`src/rtl/axi4lite_master_bridge.sv`:
```
// -----------------------------------------------------------------------------
// axi4lite_master_bridge
//
// Single-outstanding AXI4-Lite master. Turns a simple valid/ready command and
// response handshake into one AXI4-Lite write or read transaction at a time.
// Used by a debug host / UART decoder to reach the soc_control register map.
//
// Optional feature macro: AXI4LITE_MASTER_TIMEOUT_EN
//   When defined, a watchdog counter forces a 2'b11 response after
//   TIMEOUT_CYCLES cycles stuck in a request/response state. This recovery
//   path drops VALIDs before their handshake and is not AXI-compliant.
//
// Ports
//   clk, rst        : clock, asynchronous active-high reset
//   cmd_*           : command in (valid/ready, we, addr, wdata, wstrb)
//   rsp_*           : response out (valid/ready, rdata, resp)
//   busy            : high whenever the bridge is not idle
//   M_AXI_*         : AXI4-Lite master channels AW, W, B, AR, R
// -----------------------------------------------------------------------------
module axi4lite_master_bridge #(
   parameter int ADDR_WIDTH     = 32,
   parameter int DATA_WIDTH     = 32,
   parameter int TIMEOUT_CYCLES = 256,
   localparam int STRB_WIDTH    = DATA_WIDTH / 8
) (
   input  logic                  clk,
   input  logic                  rst,

   input  logic                  cmd_valid,
   output logic                  cmd_ready,
   input  logic                  cmd_we,
   input  logic [ADDR_WIDTH-1:0] cmd_addr,
   input  logic [DATA_WIDTH-1:0] cmd_wdata,
   input  logic [STRB_WIDTH-1:0] cmd_wstrb,

   output logic                  rsp_valid,
   input  logic                  rsp_ready,
   output logic [DATA_WIDTH-1:0] rsp_rdata,
   output logic [1:0]            rsp_resp,
   output logic                  busy,

   output logic                  M_AXI_AWVALID,
   input  logic                  M_AXI_AWREADY,
   output logic [ADDR_WIDTH-1:0] M_AXI_AWADDR,
   output logic [2:0]            M_AXI_AWPROT,

   output logic                  M_AXI_WVALID,
   input  logic                  M_AXI_WREADY,
   output logic [DATA_WIDTH-1:0] M_AXI_WDATA,
   output logic [STRB_WIDTH-1:0] M_AXI_WSTRB,

   input  logic                  M_AXI_BVALID,
   output logic                  M_AXI_BREADY,
   input  logic [1:0]            M_AXI_BRESP,

   output logic                  M_AXI_ARVALID,
   input  logic                  M_AXI_ARREADY,
   output logic [ADDR_WIDTH-1:0] M_AXI_ARADDR,
   output logic [2:0]            M_AXI_ARPROT,

   input  logic                  M_AXI_RVALID,
   output logic                  M_AXI_RREADY,
   input  logic [DATA_WIDTH-1:0] M_AXI_RDATA,
   input  logic [1:0]            M_AXI_RRESP
);

   localparam logic [2:0] IDLE    = 3'd0;
   localparam logic [2:0] WR_REQ  = 3'd1;
   localparam logic [2:0] WR_RESP = 3'd2;
   localparam logic [2:0] RD_REQ  = 3'd3;
   localparam logic [2:0] RD_RESP = 3'd4;
   localparam logic [2:0] RSP     = 3'd5;

   if (TIMEOUT_CYCLES < 1) begin : g_bad_timeout
      $error("TIMEOUT_CYCLES must be at least 1");
   end

   logic [2:0]            state;
   logic                  out_of_rst;   // keeps cmd_ready low while in reset
   logic [ADDR_WIDTH-1:0] addr_q;
   logic [DATA_WIDTH-1:0] wdata_q;
   logic [STRB_WIDTH-1:0] wstrb_q;
   logic                  aw_done, w_done;
   logic                  awvalid_q, wvalid_q, bready_q, arvalid_q, rready_q;
   logic                  rsp_valid_q;
   logic [DATA_WIDTH-1:0] rsp_rdata_q;
   logic [1:0]            rsp_resp_q;
   logic                  aw_hs, w_hs;

`ifdef AXI4LITE_MASTER_TIMEOUT_EN
   localparam int CNT_W = $clog2(TIMEOUT_CYCLES + 1);
   logic [CNT_W-1:0] tmo_cnt;
`endif

   assign aw_hs = awvalid_q && M_AXI_AWREADY;
   assign w_hs  = wvalid_q  && M_AXI_WREADY;

   always_ff @(posedge clk or posedge rst) begin
      if (rst) begin
         state       <= IDLE;
         out_of_rst  <= 1'b0;
         addr_q      <= '0;
         wdata_q     <= '0;
         wstrb_q     <= '0;
         aw_done     <= 1'b0;
         w_done      <= 1'b0;
         awvalid_q   <= 1'b0;
         wvalid_q    <= 1'b0;
         bready_q    <= 1'b0;
         arvalid_q   <= 1'b0;
         rready_q    <= 1'b0;
         rsp_valid_q <= 1'b0;
         rsp_rdata_q <= '0;
         rsp_resp_q  <= 2'b00;
`ifdef AXI4LITE_MASTER_TIMEOUT_EN
         tmo_cnt     <= '0;
`endif
      end else begin
         out_of_rst <= 1'b1;
         case (state)
            IDLE: begin
               if (cmd_valid && out_of_rst) begin
                  addr_q  <= cmd_addr;
                  wdata_q <= cmd_wdata;
                  wstrb_q <= cmd_wstrb;
`ifdef AXI4LITE_MASTER_TIMEOUT_EN
                  tmo_cnt <= '0;
`endif
                  if (cmd_we) begin
                     state     <= WR_REQ;
                     awvalid_q <= 1'b1;
                     wvalid_q  <= 1'b1;
                     aw_done   <= 1'b0;
                     w_done    <= 1'b0;
                  end else begin
                     state     <= RD_REQ;
                     arvalid_q <= 1'b1;
                  end
               end
            end
            WR_REQ: begin
               if (aw_hs) begin
                  awvalid_q <= 1'b0;
                  aw_done   <= 1'b1;
               end
               if (w_hs) begin
                  wvalid_q <= 1'b0;
                  w_done   <= 1'b1;
               end
               // Leave as soon as both sides are done, counting a handshake
               // that lands on this very edge.
               if ((aw_done || aw_hs) && (w_done || w_hs)) begin
                  state    <= WR_RESP;
                  bready_q <= 1'b1;
               end
            end
            WR_RESP: begin
               if (M_AXI_BVALID) begin
                  bready_q    <= 1'b0;
                  rsp_resp_q  <= M_AXI_BRESP;
                  rsp_rdata_q <= '0;
                  rsp_valid_q <= 1'b1;
                  state       <= RSP;
               end
            end
            RD_REQ: begin
               if (M_AXI_ARREADY) begin
                  arvalid_q <= 1'b0;
                  rready_q  <= 1'b1;
                  state     <= RD_RESP;
               end
            end
            RD_RESP: begin
               if (M_AXI_RVALID) begin
                  rready_q    <= 1'b0;
                  rsp_rdata_q <= M_AXI_RDATA;
                  rsp_resp_q  <= M_AXI_RRESP;
                  rsp_valid_q <= 1'b1;
                  state       <= RSP;
               end
            end
            RSP: begin
               if (rsp_ready) begin
                  rsp_valid_q <= 1'b0;
                  state       <= IDLE;
               end
            end
            default: state <= IDLE;
         endcase

`ifdef AXI4LITE_MASTER_TIMEOUT_EN
         // Watchdog: placed after the case so its assignments take priority
         // over any handshake that happens on the same edge.
         if (state == WR_REQ || state == WR_RESP ||
             state == RD_REQ || state == RD_RESP) begin
            if (tmo_cnt == CNT_W'(TIMEOUT_CYCLES)) begin
               awvalid_q   <= 1'b0;
               wvalid_q    <= 1'b0;
               bready_q    <= 1'b0;
               arvalid_q   <= 1'b0;
               rready_q    <= 1'b0;
               rsp_resp_q  <= 2'b11;
               rsp_rdata_q <= '0;
               rsp_valid_q <= 1'b1;
               state       <= RSP;
            end else begin
               tmo_cnt <= tmo_cnt + CNT_W'(1);
            end
         end
`endif
      end
   end

   assign cmd_ready     = (state == IDLE) && out_of_rst;
   assign busy          = (state != IDLE);

   assign rsp_valid     = rsp_valid_q;
   assign rsp_rdata     = rsp_rdata_q;
   assign rsp_resp      = rsp_resp_q;

   assign M_AXI_AWVALID = awvalid_q;
   assign M_AXI_AWADDR  = addr_q;
   assign M_AXI_AWPROT  = 3'b000;
   assign M_AXI_WVALID  = wvalid_q;
   assign M_AXI_WDATA   = wdata_q;
   assign M_AXI_WSTRB   = wstrb_q;
   assign M_AXI_BREADY  = bready_q;
   assign M_AXI_ARVALID = arvalid_q;
   assign M_AXI_ARADDR  = addr_q;
   assign M_AXI_ARPROT  = 3'b000;
   assign M_AXI_RREADY  = rready_q;

endmodule

```
`config.mk`:
```
export PLATFORM = sky130hd
export DESIGN_NAME = axi4lite_master_bridge
export DESIGN_NICKNAME = d
export VERILOG_FILES = /design/src/rtl/axi4lite_master_bridge.sv
export SDC_FILE = /design/constraint.sdc
export NUM_CORES = 1
export LEC_CHECK = 0
export BUFFER_PORTS_ARGS = -buffer_cell sky130_fd_sc_hd__buf_4
export CAP_MARGIN = 20
export CORE_MARGIN = 2
export CORE_UTILIZATION = 50
export CTS_CLUSTER_SIZE = 40
export DETAILED_ROUTE_END_ITERATION = 6
export GPL_TIMING_DRIVEN = 0
export PLACE_DENSITY = 0.95
export SLEW_MARGIN = 20
export SYNTH_ARGS = -nofsm -noshare
export SYNTH_HDL_FRONTEND = slang
export SYNTH_SLANG_ARGS = --single-unit
export TNS_END_PERCENT = 50
```
`constraint.sdc`:
```
create_clock -name clk -period 8 [get_ports clk]
set_input_delay 1.6 -clock clk [delete_from_list [all_inputs] [get_ports clk]]
set_output_delay 1.6 -clock clk [all_outputs]
set_load 0.05 [all_outputs]
```
==> flow_metrics.py <==
metrics = {
    "setup_path": {
        "crit_path_cell_trace": "clkbuf_1, nor2_1, and3_1, buf_4",
        "critical_path_class": "reg2out",
        "crit_fanout": 10,
        "critPathTopFamily": "simple AND/OR/NAND/NOR gates",
        "cp-end-kind": "primary output",
        "start_kind": "flip-flop",
        "critPathArrivalTime_ps": 1950,
        "cpPeakStageDelay_ps": 410,
        "cp.required_ps": 6400,
        "cp_num_buf_inv": 2,
        "crit_slowest_cell": "dfrtp_1",
        "r2r_slack_ps": 6140,
    },
    "synthesis": {
        "synth_area_per_cell_um2": 13.5,
        "synth_flop_cell": "dfrtp_1",
        "synth_top_cell_by_area": "dfrtp_1",
        "ys_types": 38,
        "synth_area_leaders": "dfrtp_1, mux2_4, mux2i_1, buf_4, inv_1",
        "yosysSeqAreaShare_pct": 54.0,
        "netlist.area_leader.share_pct": 54.0,
        "synth-seq-cells": 114,
        "synth_edf_count": 0,
        "synth.most_common_cell": "dfrtp_1",
        "syn_area_um2": 5280,
        "ys_warn_count": 0,
        "syn_inst": 392,
        "synth_commonest_cells": "dfrtp_1, mux2_4, buf_4",
        "async_reset_ff_share_pct": 100,
    },
    "clock_tree": {
        "cts_hold_buf": 0,
        "clk_pin_slew_ps": 50,
        "htree_levels": 4,
        "cts_buffers": 17,
        "post-cts-setup-buffers": 0,
        "cts-resized-gates": 0,
        "root_buffer": "clkbuf_8",
        "tritoncts": "yes",
        "clock_path_buffers": 2,
        "cts_sinks": 114,
        "clk_latency_ps": 510,
    },
    "drt": {
        "wl_per_cell_um": 17.3,
        "wl_um": 14200,
        "first_iter_violations": 142,
        "num_vias": 3989,
        "vias_per_cell": 4.86,
        "first_pass_iters": 4,
        "drc": 0,
        "ant_nets": 0,
    },
    "die": {
        "coreArea_um2": 10300,
        "die_w_um": 107,
        "die-area_um2": 11400,
        "core.rowCount": 37,
        "initial_core_util_pct": 51.4,
        "die_h_um": 107,
        "boundaryPins": 262,
    },
    "sta": {
        "fin_crit_sh_pct": 44.4,
        "tightest_slew_ps": 499,
        "hold_viol_final": 0,
        "maxSlewHeadroom_pct": 66.6,
        "post-route-min-period_ps": 3550,
        "maxSlewViolCount": 0,
        "final-setup-viol-count": 0,
        "rsz0062_at_grt": "false",
        "fin_tns_setup_ps": 0,
        "fmax_ghz": 0.281,
        "skew_ps": 10.7,
    },
    "finish": {
        "drive_gt1_share_pct": 59.4,
        "antennaDiodeCount": 0,
        "fin_nets": 786,
        "syn_to_final_growth_pct": 51.5,
    },
    "placed_design": {
        "gp_congestion": 0.851,
        "dp.final_hpwl_um": 10600,
        "port_buffers": 255,
    },
    "global_route": {
        "grt_pass1_wl_um": 22200,
        "grt_use_total_pct": 25.6,
        "antenna_found_initial": 0,
        "grt_max_degree": 64,
        "grt_pass1_vias": 4178,
        "globalRouteOverflowTotal": 0,
    },
    "run_status": {
        "outcome": "finished clean",
    },
    "hold_path": {
        "hp-class": "reg2reg",
    },
    "flow_run": {
        "maxCapViolCount": 0,
    },
}
-- registers in the layout, indices dropped and copies added, names as in the netlist --
signal / flops
M_AXI_RREADY: 1
rsp_rdata: 32
M_AXI_ARVALID: 1
w_done: 1
rsp_valid: 1
M_AXI_WVALID: 1
M_AXI_WSTRB: 4
aw_done: 1
M_AXI_AWVALID: 1
M_AXI_WDATA: 32
rsp_resp: 2
state: 3
out_of_rst: 1
M_AXI_ARADDR: 32
M_AXI_BREADY: 1
-- area by class of cell --
| type | count | area [um2] |
|---|---|---|
| Sequential cell | 114 | 2850 |
| Inverter | 36 | 140 |
| Clock buffer | 21 | 449 |
| Buffer | 55 | 469 |
| Multi-Input combinational cell | 192 | 1840 |
| Fill cell | 616 | 2280 |
| Tap cell | 136 | 170 |
| Timing Repair Buffer | 256 | 1940 |
| Clock inverter | 10 | 134 |
-- metrics by stage --
stage	instances	util [%]	cell area (um2)	hold WS (ps)	worst slack (ps)
finish	820	77.8	8000	489	4450
global placement	788	71.8	7380	472	2300
global route	820	77.8	8000	505	4370
floorplan	397	-	5300	495	3380
detailed placement	789	72.1	7410	481	4980
CTS	820	77.8	8000	497	4430
-- metal layers --
metal	global-route usage (%)	share of wire, %	vias up
li1	-	-	1823
met1	28.2	37	1959
met2	46.1	54	173
met3	7.60	6.0	34
met4	10.1	2.9	0
met5	0	0	-
-- layout by cell type (no fill, tap or decap), types with 2 or more instances in the layout --
master      instances
buf_2               3
nand2b_1            2
nor2_1              4
clkinv_2            4
a41oi_1             2
clkbuf_8            3
o21ai_0             4
inv_1              35
buf_4             293
mux2_2              6
clkbuf_16          16
a31oi_1             2
nand2_1            36
clkbuf_1            8
a22o_1              3
mux2_4             60
o2bb2ai_1           2
nand3b_1            3
mux2i_1            33
dfrtp_1           114
clkinvlp_4          2
a21oi_1             5
mux2_1              6
buf_12              6
bufinv_16           3
nand3_1             3
conb_1              7
-- cells by family after synthesis --
group	count (synthesis)	share of synthesized area, %
AO/OA/AOI/OAI	25	3.34
buffers and inverters	91	11.4
multiplexers	105	25.9
AND/OR/NAND/NOR	55	5.14
flip-flops	114	54.0
other	2	0.142
-- final timing paths --
path | start | endpoint | cells past startpoint
max | state[2]$_DFFE_PP0P_ | cmd_ready | 4
min | M_AXI_WDATA[30]$_DFFE_PP0P_ | M_AXI_WDATA[30]$_DFFE_PP0P_ | 1
max reg2reg | state[0]$_DFFE_PP0P_ | M_AXI_WDATA[27]$_DFFE_PP0P_ | 5
min reg2reg | M_AXI_WDATA[30]$_DFFE_PP0P_ | M_AXI_WDATA[30]$_DFFE_PP0P_ | 1
max in group asynchronous | rst | rsp_rdata[18]$_DFFE_PP0P_ | 3
min in group asynchronous | rst | M_AXI_WDATA[10]$_DFFE_PP0P_ | 2
Power is left out: the tool's default activity adds up to more than one toggle a clock period on the data nets, which glitch-free logic cannot reach.
